===== config.mk =====
export PLATFORM = sky130hd
export DESIGN_NAME = instruction_fetch
export DESIGN_NICKNAME = d
export VERILOG_FILES = /design/src/rtl/instruction_fetch.sv
export SDC_FILE = /design/constraint.sdc
export NUM_CORES = 1
export LEC_CHECK = 0
export ABC_AREA = 1
export CAP_MARGIN = 15
export CORE_UTILIZATION = 41
export CTS_BUF_LIST = sky130_fd_sc_hd__clkbuf_8
export CTS_CLUSTER_SIZE = 24
export DETAILED_ROUTE_END_ITERATION = 10
export PLACE_DENSITY_LB_ADDON = 0.12
export REMOVE_ABC_BUFFERS = 1
export SLEW_MARGIN = 0
export SYNTH_ARGS = -nofsm -noshare
export SYNTH_HDL_FRONTEND = slang
export SYNTH_SLANG_ARGS = --single-unit

===== constraint.sdc =====
create_clock -name clk -period 3.1 [get_ports clk]
set_input_delay 0.62 -clock clk [delete_from_list [all_inputs] [get_ports clk]]
set_output_delay 0.62 -clock clk [all_outputs]
set_load 0.01 [all_outputs]

===== src/rtl/instruction_fetch.sv =====
// Single-outstanding instruction fetch unit: requests the word at pc_value,
// registers the response into a decode slot and raises a fault on misaligned PCs.
module instruction_fetch #(
   parameter logic [31:0] NOP_INSTR = 32'h00000013
) (
   input  logic        clk,
   input  logic        reset_n,
   input  logic [31:0] pc_value,
   input  logic        flush,
   output logic        imem_req,
   output logic [31:0] imem_addr,
   input  logic        imem_gnt,
   input  logic [31:0] imem_rdata,
   input  logic        imem_rvalid,
   output logic        pc_en,
   output logic [31:0] if_instr,
   output logic [31:0] if_pc,
   output logic        if_valid,
   output logic        if_fault,
   input  logic        id_ready
);

   typedef enum logic [2:0] {
      IDLE  = 3'd0,
      REQ   = 3'd1,
      WAIT  = 3'd2,
      HOLD  = 3'd3,
      FAULT = 3'd4
   } state_t;

   state_t      state_q, state_d;
   logic [31:0] req_pc_q, req_pc_d;
   logic        drop_q, drop_d;
   logic [31:0] instr_q, instr_d;
   logic [31:0] pc_q, pc_d;
   logic        valid_q, valid_d;
   logic        fault_q, fault_d;
   logic        aligned;

   assign aligned   = (pc_value[1:0] == 2'b00);
   assign imem_req  = (state_q == REQ) && !flush && aligned;
   assign imem_addr = pc_value;
   assign pc_en     = imem_req && imem_gnt;

   assign if_instr = instr_q;
   assign if_pc    = pc_q;
   assign if_valid = valid_q;
   assign if_fault = fault_q;

   always_comb begin
      state_d  = state_q;
      req_pc_d = req_pc_q;
      drop_d   = drop_q;
      instr_d  = instr_q;
      pc_d     = pc_q;
      valid_d  = valid_q;
      fault_d  = fault_q;
      case (state_q)
         IDLE: state_d = REQ;
         REQ: begin
            if (!flush) begin
               if (!aligned) begin
                  state_d = FAULT;
                  valid_d = 1'b1;
                  fault_d = 1'b1;
                  instr_d = NOP_INSTR;
                  pc_d    = pc_value;
               end else if (imem_gnt) begin
                  req_pc_d = pc_value;
                  state_d  = WAIT;
               end
            end
         end
         WAIT: begin
            // A redirect while waiting poisons the in-flight response.
            if (imem_rvalid) begin
               if (drop_q || flush) begin
                  drop_d  = 1'b0;
                  state_d = REQ;
               end else begin
                  instr_d = imem_rdata;
                  pc_d    = req_pc_q;
                  valid_d = 1'b1;
                  fault_d = 1'b0;
                  state_d = HOLD;
               end
            end else if (flush) begin
               drop_d = 1'b1;
            end
         end
         HOLD: begin
            if (flush || id_ready) begin
               valid_d = 1'b0;
               state_d = REQ;
            end
         end
         FAULT: begin
            // Parked here after handoff until a redirect supplies a new PC.
            if (flush) begin
               valid_d = 1'b0;
               fault_d = 1'b0;
               state_d = REQ;
            end else if (valid_q && id_ready) begin
               valid_d = 1'b0;
            end
         end
         default: state_d = IDLE;
      endcase
   end

   always_ff @(posedge clk or negedge reset_n) begin
      if (!reset_n) begin
         state_q  <= IDLE;
         req_pc_q <= 32'h0;
         drop_q   <= 1'b0;
         instr_q  <= 32'h0;
         pc_q     <= 32'h0;
         valid_q  <= 1'b0;
         fault_q  <= 1'b0;
      end else begin
         state_q  <= state_d;
         req_pc_q <= req_pc_d;
         drop_q   <= drop_d;
         instr_q  <= instr_d;
         pc_q     <= pc_d;
         valid_q  <= valid_d;
         fault_q  <= fault_d;
      end
   end

endmodule

* After elaboration in Yosys (flattened, before gate mapping)
Index checks and enable logic that the tools add are counted.
** Storage, ports and cells
- Output and inout bits :: 100
- Input port bits :: 70
- Bits in registers :: 102
** Cells by class
- Bitwise operators :: 1
- Equal/unequal tests :: 13
- Reduce and logical (&&, ||, !) cells :: 19
- Mux-type cells :: 33
** Operator list (number)
- 2-to-1 mux 32 bit :: 8
- case mux 32 bit (2 select lines) :: 2
- 2-to-1 mux 3 bit :: 6
- case mux 3 bit (5 select lines) :: 1
- 2-to-1 mux 1 bit :: 13
- inequality test 2 bit, second input constant :: 6
- AND reduction 5 bit :: 2
- AND reduction 7 bit :: 1
- == test 3 x 2 -> 1 bit, second input constant :: 2
- inequality test 3 bit, second input constant :: 2
- AND reduction 6 bit :: 1
- logical AND 1 bit :: 4
- case mux 1 bit (4 select lines) :: 1
- AND reduction 4 bit :: 1
- nonzero test 2 bit :: 2
- nonzero test 4 bit :: 1
- == test 3 x 1 -> 1 bit, second input constant :: 1
- == test 3 bit, second input constant :: 1
- logical NOT 3 bit :: 1
- case mux 1 bit (3 select lines) :: 1
- AND reduction 3 bit :: 1
- nonzero test 3 bit :: 1
- logical NOT 2 bit :: 1
- logical OR 1 bit :: 2
- 4 further kinds :: 4

* Depth between registers and ports, before layout
- Depth after elaboration :: 4
- Depth in mapped cells :: 10
- Gate-level depth less buffers :: 9

* Worst setup path before layout
OpenSTA, ideal clock, no wires.
- Kind :: input to output
- Start :: in pc_value[1]
- End :: out pc_en
- Cell stages on the path :: 7
- Arrival :: 1.428 ns
- Setup slack :: 1.052 ns
- Path buffers :: 2
- Cell sequence :: nor2_1 nand2_2 nor2_4 nand2_4 inv_2 buf_6 buf_6
** On the way
- Cells in the longest elaborated chain, start to end :: 3
** RTL lines
- from (decl) :: RTL line 8 : input logic [31:0] pc_value,
- logical NOT 2 bit :: RTL line 40 : assign aligned = (pc_value[1:0] == 2'b00);
- logical AND 1 bit :: RTL line 41 : assign imem_req = (state_q == REQ) && !flush && aligned;
- named net imem_req :: RTL line 10 : output logic imem_req,
- logical AND 1 bit :: RTL line 43 : assign pc_en = imem_req && imem_gnt;
- to (decl) :: RTL line 15 : output logic pc_en,
The timed path passes the listed nets, and every way through them passes these cells.

* Final worst setup path
- Start :: in pc_value[0]
- End :: out pc_en
** On the way
- Cells in the longest elaborated chain, start to end :: 3
** RTL lines (RTL line)
- logical NOT 2 bit :: 40
- logical AND 1 bit :: 41
- logical AND 1 bit :: 43
Every way passes these cells.

==> metrics.md <==
| Metric | Value |
|---|---|
| Setup tns final | 0 ns |
| Critical-path cell list | clkdlybuf4s50_1 -> nor2_1 -> nand2_2 -> nor2_4 -> nand2_4 -> inv_2 -> clkdlybuf4s50_1 |
| Sequential share of power | 0.396 |
| WP data arrival | 2.36 ns |
| Die area | 12400 um^2 |
| Area Overhead vs Synth | 33.9% |
| Register area share after synthesis | 0.519 |
| Clock sinks | 102 |
| Post-route core utilization | 0.570 |
| Design Area, Final | 6590 um^2 |
| Global route overflow | 0 |
| Min Clock Period, post-route | 2.98 ns |
| Critical path data required time | 2.48 ns |
| CTS tree | yes |
| Vias in the first global route | 4200 |
| Setup Fix Bufs, Post-CTS | 0 |
| Distinct cells, synth | 21 |
| Most used cell, CP | clkdlybuf4s50_1 |
| ANT nets after route | 0 |
| Final setup viols | 0 |
| Lkg Pwr | 3.41 nW |
| Max-cap violations | 0 |
| Peak supply drop | 0.454 mV |
| Largest net degree at the start of global routing | 64 |
| GRT Util Overall | 0.199 |
| Drt first pass iters | 8 |
| Antenna Cells | 0 |
| RSZ-0062 raised after global routing | no |
| Initial core utilization | 0.425 |
| # DRC | 14 |
| Failing checks | design-rule violations |
| Layout cells sized above 1 | 0.0455 |
| Area of the multi-input gates | 1660 um^2 |
| CP endpoint kind | output port |
| Max Fanout on Critical Path | 5 |
| Clock transition at path regs | 0.09 ns |
| CTS H-tree lvls | 3 |
| Max_slew headroom | 0.269 |
| Fin. max-slew vios | 0 |
| Post-synthesis cell area | 4920 um^2 |
| Placed instance area | 6420 um^2 |
| Total wire length | 11700 um |
| #FFs+latches synth | 102 |
| Placed cells | 900 |
| Net Sw Frac | 0.393 |
| Post_cts resized | 0 |
| Clock root cell | clkbuf_8 |
| Syn avg cell area | 7.67 um^2 |
| FF+latch area | 2550 um^2 |
| Longest Clk Path Bufs | 2 |
| Hold Path Class | input port to asynchronous set/reset pin |
| Layout Skew | 0.00785 ns |
| Pre-CTS WS | 0.141 ns |
| P_int | 3.35 mW |
| GPL Wtd Cong | 0.760 |
| Reg2Reg Depth | 7 |
| Die Ht | 112 um |
| Crit path depth | 7 |
| Fillers | 1088 |
| Post-synthesis cell count | 641 |
| CP max stage delay | 0.54 ns |
| Dpl hpwl | 7870 um |
| Crit-path leading delay family | buffers and inverters |
| Core Box Area | 11600 um^2 |
| Final non-filler cell total | 913 |
| Initial antenna violation count | 0 |
| Final hold violations | 0 |
| Nets | 838 |
| Synth warnings | 0 |
| Worst skew pair latency | 0.36 ns |
| NetSw | 2.17 mW |
| Setup CP Type | input port to output port |
| Port Buffer Count | 169 |
| 1st-iter DRT viols | 280 |
| Worst path slowest cell | clkdlybuf4s50_1 |
| CP bufs+invs | 3 |
| F_max | 0.336 GHz |
| Die width | 112 um |
| Vias per Instance | 4.65 |
| Fin crit share | 0.960 |
| Startpoint types | input port |
| CTS buffer count | 9 |
| First-pass GRT wire length | 20000 um |
| Clock share of power | 0.135 |
| Worst Max-Slew Pin Slew | 1.10 ns |
| Hold_buf cts | 0 |
| Num ports | 170 |
| Outcome | finished with violations |
| Comb power frac | 0.469 |
| Final Worst Setup Slack | 0.125 ns |
| WL/cell | 12.8 um |
| Row count | 39 |
| PwrDens | 838 nW/um^2 |
| Via count | 4242 |
-- stage by stage --
stage,total power [mW],hold WS [ns]
after detailed placement,4.84,0.458
after floorplan,3.50,0.324
final,5.52,0.258
after CTS,5.60,0.278
after global placement,4.75,0.454
after global routing,6.00,0.303
-- final timing paths --
kind | startpoint | endpoint | slack [ns]
worst max-delay path | pc_value[0] | pc_en | 0.12
worst min-delay path | reset_n | if_instr[30] | 0.26
worst min register to register | if_pc[1] | if_pc[1] | 0.47
min in group clk | if_pc[1] | if_pc[1] | 0.47
worst max register to register | state_q[2] | if_instr[0] | 1.01
max in group asynchronous | reset_n | req_pc_q[29] | 2.10
-- logic make-up after synthesis --
group | count (synthesis) | share of synthesized area
AND/OR/NAND/NOR | 340 | 0.271
buffers and inverters | 134 | 0.144
flip-flops | 102 | 0.519
AO/OA/AOI/OAI | 65 | 0.0662
-- cell type report --
type,count,area share
Inverter,73,0.0416
Multi-Input combinational cell,405,0.252
Sequential cell,102,0.388
Clock inverter,2,0.00152
Clock buffer,11,0.0230
Tap cell,143,0.0272
Timing Repair Buffer,177,0.267
-- state kept, by name, indices dropped and copies added (netlist names) --
| register | cells |
|---|---|
| state_q | 3 |
| if_pc | 32 |
| if_instr | 32 |
| req_pc_q | 32 |
| if_fault | 1 |
| drop_q | 1 |
| if_valid | 1 |
-- power by group through the flow --
stage                     sequential [mW]  combinational, mW  clock, mW
after floorplan                      2.32               1.18          0
after global placement               2.19               2.56          0
after detailed placement             2.21               2.63          0
after CTS                            2.19               2.63      0.777
after global routing                 2.26               2.92      0.832
final                                2.19               2.59      0.743
-- synth_stat cells --
master,count,share of area
a21oi_1,1,0.0010
buf_2,16,0.016
buf_4,33,0.050
buf_6,8,0.018
clkbuf_1,4,0.0031
dfrtp_1,102,0.52
inv_1,69,0.053
inv_2,4,0.0031
nand2_1,282,0.22
nand2_2,1,0.0013
nand2_4,1,0.0023
nand3_1,3,0.0031
nand3_2,1,0.0020
nand3b_1,1,0.0015
nand4_1,3,0.0038
nor2_1,42,0.032
nor2_2,1,0.0013
nor2_4,2,0.0046
o21ai_0,46,0.047
o21ai_1,18,0.018
or2_2,3,0.0038
-- worst reg2reg max path: stages, from the launching register on --
cell and delay, ns:
dfrtp_1 0.41, inv_2 0.08, nand2_1 0.10, nor2_2 0.30
inv_2 0.46, or2_2 0.51, nand2_1 0.07, nand2_1 0.06
-- layout by cell type (no fill, tap or decap), types with 4 or more instances in the layout --
cell / instances
clkdlybuf4s50_1: 168
o21ai_1: 18
o21ai_0: 46
buf_4: 8
clkbuf_8: 11
nand2_1: 282
nor2_1: 42
inv_2: 4
inv_1: 69
dfrtp_1: 102
-- metal layers --
layer  track usage  vias to the layer above  share of wire
met2         0.324                      134           0.47
met3        0.0376                       10          0.063
met5             0                        -              0
li1              -                     2136              -
met1         0.267                     1962           0.46
met4        0.0676                        0          0.012
Power figures use the tool's default switching activity.
